File: config.mk
export PLATFORM = sky130hd
export DESIGN_NAME = fft_input_loader
export DESIGN_NICKNAME = d
export VERILOG_FILES = /design/src/rtl/fft_pkg.sv /design/src/rtl/fft_bitrev_addr.sv /design/src/rtl/fft_input_loader.sv
export SDC_FILE = /design/constraint.sdc
export NUM_CORES = 1
export LEC_CHECK = 0
export CAP_MARGIN = 20
export CELL_PAD_IN_SITES_DETAIL_PLACEMENT = 2
export CELL_PAD_IN_SITES_GLOBAL_PLACEMENT = 2
export CORE_ASPECT_RATIO = 1.2
export CORE_MARGIN = 1.5
export CORE_UTILIZATION = 24
export CTS_BUF_LIST = sky130_fd_sc_hd__clkbuf_16
export DETAILED_ROUTE_END_ITERATION = 6
export HOLD_SLACK_MARGIN = 0.02
export PLACE_DENSITY = 0.78
export SLEW_MARGIN = 20
export SYNTH_ARGS = -nofsm -noshare
export SYNTH_HDL_FRONTEND = slang
export SYNTH_SLANG_ARGS = --single-unit
File: constraint.sdc
create_clock -name clk -period 1.5 [get_ports clk]
set_input_delay 0.3 -clock clk [delete_from_list [all_inputs] [get_ports clk]]
set_output_delay 0.3 -clock clk [all_outputs]
set_load 0.01 [all_outputs]
File: src/rtl/fft_pkg.sv
// Shared definitions for the FFT input loader: one-hot loader states, default sizes,
// and a bit-reversal helper used to build in-place radix-2 DIT write addresses.
package fft_pkg;

  localparam int FFT_N         = 16;
  localparam int FFT_SIZE      = 4;
  localparam int FFT_BIT_WIDTH = 29;
  localparam int FFT_IN_W      = 16;

  typedef enum logic [3:0] {
    ST_LOAD     = 4'b0001,
    ST_FLUSH    = 4'b0010,
    ST_START    = 4'b0100,
    ST_WAIT_FFT = 4'b1000
  } load_state_e;

  // Reverses the low 'size' bits of 'value'; bits at and above 'size' come back as zero.
  function automatic logic [31:0] bitrev(input logic [31:0] value, input int size);
    logic [31:0] w_rev;
    w_rev = {<<{value}};
    return w_rev >> (32 - size);
  endfunction

endpackage

File: src/rtl/fft_bitrev_addr.sv
// Combinational SIZE-bit address reversal for the loader write port.
// With FFT_LOAD_BITREV_EN undefined it passes the index through unchanged.
module fft_bitrev_addr
  import fft_pkg::*;
#(
  parameter int SIZE = FFT_SIZE
) (
  input  logic [SIZE-1:0] i_idx,
  output logic [SIZE-1:0] o_addr
);

`ifdef FFT_LOAD_BITREV_EN
  assign o_addr = SIZE'(bitrev(32'(i_idx), SIZE));
`else
  assign o_addr = i_idx;
`endif

endmodule

File: src/rtl/fft_input_loader.sv
// Loads one N-point frame from a valid/ready stream into the FFT working RAM, then pulses
// flag_start_FFT and holds off input until fft_done. Bit-reversed addressing under FFT_LOAD_BITREV_EN.
module fft_input_loader
  import fft_pkg::*;
#(
  parameter int bit_width = FFT_BIT_WIDTH,
  parameter int IN_W      = FFT_IN_W,
  parameter int N         = FFT_N,
  parameter int SIZE      = FFT_SIZE
) (
  input  logic                 clk,
  input  logic                 rst_n,
  input  logic                 in_valid,
  input  logic [IN_W-1:0]      in_re,
  input  logic [IN_W-1:0]      in_im,
  output logic                 in_ready,
  output logic                 wr_en,
  output logic [SIZE-1:0]      wr_addr,
  output logic [bit_width-1:0] wr_re,
  output logic [bit_width-1:0] wr_im,
  output logic                 flag_start_FFT,
  input  logic                 fft_done,
  output logic                 busy
);

  localparam logic [SIZE-1:0] CNT_LAST = SIZE'(N - 1);

  load_state_e          r_state;
  load_state_e          w_state_nxt;
  logic [SIZE-1:0]      r_cnt;
  logic                 r_in_ready;
  logic                 r_busy;
  logic                 r_wr_en;
  logic [SIZE-1:0]      r_wr_addr;
  logic [bit_width-1:0] r_wr_re;
  logic [bit_width-1:0] r_wr_im;
  logic [SIZE-1:0]      w_addr;
  logic                 w_xfer;
  logic                 w_last;
  logic                 w_done_ack;
  logic                 w_flag_start;

  fft_bitrev_addr #(.SIZE(SIZE)) u_bitrev (
    .i_idx  (r_cnt),
    .o_addr (w_addr)
  );

  assign w_xfer     = in_valid && r_in_ready && (r_state == ST_LOAD);
  assign w_last     = w_xfer && (r_cnt == CNT_LAST);
  assign w_done_ack = fft_done && (r_state == ST_WAIT_FFT);

  // NOTE: every variable written in an always_comb gets a default first, so no path can infer a latch.
  always_comb begin
    w_state_nxt  = r_state;
    w_flag_start = 1'b0;
    case (r_state)
      ST_LOAD:     if (w_last) w_state_nxt = ST_FLUSH;
      ST_FLUSH:    w_state_nxt = ST_START;
      ST_START: begin
        w_flag_start = 1'b1;
        w_state_nxt  = ST_WAIT_FFT;
      end
      ST_WAIT_FFT: if (fft_done) w_state_nxt = ST_LOAD;
      default:     w_state_nxt = ST_LOAD;
    endcase
  end

  // NOTE: sequential state uses non-blocking assignments so every register samples pre-edge values.
  always_ff @(posedge clk or negedge rst_n) begin
    if (!rst_n) r_state <= ST_LOAD;
    else        r_state <= w_state_nxt;
  end

  // in_ready comes up one cycle after reset release and drops on the frame's last transfer.
  always_ff @(posedge clk or negedge rst_n) begin
    if (!rst_n) begin
      r_cnt      <= '0;
      r_in_ready <= 1'b0;
      r_busy     <= 1'b0;
    end else begin
      if (r_state == ST_LOAD) r_in_ready <= !w_last;
      else                    r_in_ready <= w_done_ack;

      if (w_xfer) begin
        r_cnt  <= w_last ? '0 : r_cnt + 1'b1;
        r_busy <= 1'b1;
      end else if (w_done_ack) begin
        r_busy <= 1'b0;
      end
    end
  end

  // Registered write port: one cycle after a transfer, data sign-extended to the RAM width.
  always_ff @(posedge clk or negedge rst_n) begin
    if (!rst_n) begin
      r_wr_en   <= 1'b0;
      r_wr_addr <= '0;
      r_wr_re   <= '0;
      r_wr_im   <= '0;
    end else begin
      r_wr_en <= w_xfer;
      if (w_xfer) begin
        r_wr_addr <= w_addr;
        r_wr_re   <= bit_width'($signed(in_re));
        r_wr_im   <= bit_width'($signed(in_im));
      end
    end
  end

  assign in_ready       = r_in_ready;
  assign busy           = r_busy;
  assign wr_en          = r_wr_en;
  assign wr_addr        = r_wr_addr;
  assign wr_re          = r_wr_re;
  assign wr_im          = r_wr_im;
  assign flag_start_FFT = w_flag_start;

endmodule

==> results.sh <==
export IMPL_outcome="complete, but fails checks"
export IMPL_failed_checks="negative setup slack"
export IMPL_startpoint_type="register"
export IMPL_max_freq_mhz=622
export IMPL_slowest_delay_ns=0.53
export IMPL_clock_root_buffer="clkbuf_16"
export IMPL_setup_tns_ns=-3.35
export IMPL_crit_arrival_ns=1.77
export IMPL_firstDrtPassIters=3
export IMPL_io_pins=102
export IMPL_drt_wl_total_mm=5.23
export IMPL_synth_main_ff_cell="dfrtp_1"
export IMPL_final_setup_skew_ns=0.00505
export IMPL_finalHoldViolCount=0
export IMPL_holdWs_ns=0.499
export IMPL_synth_top_family_by_area="multiplexers"
export IMPL_dpl_worst_slack_ns=-0.329
export IMPL_tightest_slew_ns=0.434
export IMPL_cap_violations=0
export IMPL_p_sw_uw=2320
export IMPL_design_core_area_um2=9030
export IMPL_hp_class="input port to async pin"
export IMPL_h_tree_depth=2
export IMPL_cp_top_family="flip-flops"
export IMPL_seq_area_frac_synth_pct=53.0
export IMPL_cts_sinks=47
export IMPL_synth_edf_count=0
export IMPL_rsz0062_at_grt="true"
export IMPL_clockBufferDepth=2
export IMPL_drtIter0Drc=38
export IMPL_finalSetupViolations=38
export IMPL_hpwl_mm=3.99
export IMPL_synthSimpleGateAreaFrac_pct=4.90
export IMPL_antenna_found_initial=0
export IMPL_crit_chain="nor4b_4 -> and2_4 -> buf_12 -> mux2_4"
export IMPL_critPathMaxFanout=15
export IMPL_power_share_clock_pct=16.8
export IMPL_slowest_stage="dfstp_2"
export IMPL_ys_warn_count=0
export IMPL_grt_max_degree=18
export IMPL_p_per_area_nw_per_um2=2130
export IMPL_initial_utilization_pct=24.6
export IMPL_share_comb_of_total_power_pct=52.0
export IMPL_min_period_ns=1.61
export IMPL_final_setup_worst_slack_ns=-0.109
export IMPL_r2r_slack_ns=-0.11
export IMPL_diodes=0
export IMPL_postLayoutCellArea_um2=3440
export IMPL_synthesis_nets=180
export IMPL_cp_required_ns=1.66
export IMPL_synth_compound_area_share_pct=2.64
export IMPL_ir_worst_vdd_mv=0.843
export IMPL_pwr_share_seq_pct=31.2
export IMPL_critPathBufInv=1
export IMPL_via_per_inst=4.01
export IMPL_dp_cells=344
export IMPL_synthAdderAreaFrac_pct=0.563
export IMPL_dieWidth_um=90.9
export IMPL_area_delta_synth_final_pct=54.6
export IMPL_grt_use_total_pct=11.0
export IMPL_synth_top_area_cell="dfrtp_1"
export IMPL_min_period_over_period_pct=107
export IMPL_synth_cells=143
export IMPL_clk_latency_ns=0.28
export IMPL_synth_top_cell_area_share_pct=51.8
export IMPL_final_nets=274
export IMPL_avgSynthCellArea_um2=15.5
export IMPL_cts_buffers=5
export IMPL_p_leak_uw=0.00172
export IMPL_maxSlewViolCount=0
export IMPL_slew_headroom_pct=71.1
export IMPL_dpl_cell_area_um2=3210
export IMPL_muxShareOfSynthArea_pct=25.5
export IMPL_async_flop_share_pct=100
export IMPL_internal_power_uw=4990
export IMPL_drive_gt1_share_pct=30.3
export IMPL_row_count=38
export IMPL_vias=1434
export IMPL_netlist_top_cells_area="dfrtp_1 (52%), mux2_4 (25%), buf_4 (8.8%)"
export IMPL_grt_overflow_total=0
export IMPL_die_y_um=108
export IMPL_grt_pass1_wl_mm=8.52
export IMPL_critPathKind="register to register"
export IMPL_portBuffers=101
export IMPL_synth_xor_area_share_pct=0.394
export IMPL_synthDistinctLibCells=28
export IMPL_gp_routability_congestion=0.718
export IMPL_syn_cell_area_um2=2220
export IMPL_drc=0
export IMPL_detail_route_antenna_nets=0
export IMPL_cp_end_kind="register"
export IMPL_ys_seq_elements=47
export IMPL_die_area_um2=9850
export IMPL_final_cell_count_no_fill=358
export IMPL_wl_per_cell_um=14.6
export IMPL_clk_pin_slew_worst_paths_ns=0.06
export IMPL_swShare_pct=31.7
export IMPL_tritoncts="done"
export IMPL_grt_pass1_vias=1632
path summary, 6_finish.rpt:
check,start,end,depth (start not counted)
worst min register to register,wr_addr[0],wr_addr[0],1
worst max-delay path,r_state[0],wr_re[4],4
max in group asynchronous,rst_n,wr_im[15],3
min in group clk,wr_addr[0],wr_addr[0],1
worst min-delay path,rst_n,wr_im[9],2
worst max register to register,r_state[0],wr_re[4],4
final cells by class:
class                   count  area [um^2]
clock buffers               5          125
well taps                 120          150
multi-input cells          64          762
repair buffers            118         1170
fillers                   957         5600
inverters                   1         3.75
flip-flops and latches     47         1180
clock inverters             3         38.8
flip-flops by register name, indices dropped and copies added (netlist names):
register,flops
wr_im,16
wr_re,16
r_cnt,4
r_state,4
wr_addr,4
busy,1
in_ready,1
wr_en,1
synth_stat cells (all sizes together) (2+ instances only):
| master | instances |
|---|---|
| nor4b | 2 |
| nor2 | 2 |
| buf | 31 |
| mux2 | 38 |
| dfrtp | 46 |
| nand2 | 3 |
| and2 | 2 |
| a21o | 2 |
| nand3 | 2 |
layer usage:
metal / GRT usage, % / wire [um] / vias to the layer above
li1: - / - / 652
met1: 13.4 / 2180 / 709
met2: 19.0 / 2640 / 71
met3: 3.09 / 377 / 2
met4: 3.35 / 22 / 0
met5: 0 / 0 / -
through the flow:
stage	total power (uW)	util (%)
after floorplan	4820	-
after global placement	6350	35.6
after detailed placement	6500	35.6
after CTS	7540	37.5
after global routing	7780	38.0
final	7310	38.0
placed cells by master, fill, tap and decap left out, drive strengths merged, types with 2 or more instances in the layout:
master | synthesis | routed
buf | 31 | 18
dfrtp | 46 | 46
nor2 | 2 | 2
nand3 | 2 | 2
clkdlybuf4s50 | 0 | 37
dlymetal6s2s | 0 | 19
nand2 | 3 | 3
a21o | 2 | 2
clkinv | 0 | 2
dlygate4sd2 | 0 | 43
mux2 | 38 | 38
clkbuf | 0 | 5
nor4b | 2 | 2
and2 | 2 | 2
power by group through the flow:
stage	logic [uW]	registers (uW)	clock network, uW
after floorplan	2270	2540	0
final	3800	2280	1230
after global placement	3990	2360	0
after global routing	4080	2380	1320
after CTS	3940	2310	1280
after detailed placement	4110	2390	0
cells by family (layout without fill, tap and decap cells):
kind of cell | after synthesis | count (layout)
DFF | 47 | 47
muxes | 38 | 38
buffers and inverters | 32 | 127
and+or+nand+nor | 16 | 16
AOI/OAI and AO/OA | 8 | 8
adders and majority gates | 1 | 1
xor gates and xnor gates | 1 | 1
what timing repair did:
item | in CTS | in global routing
buffers inserted | 5 | 0
resized for setup | 54 | 21
hold buffers | 1 | 0
setup endpoints to repair | 82 | 58
hold endpoints to repair | 13 | 0
cloned | 0 | 0
No activity file was read; power rests on OpenSTA's default activity.
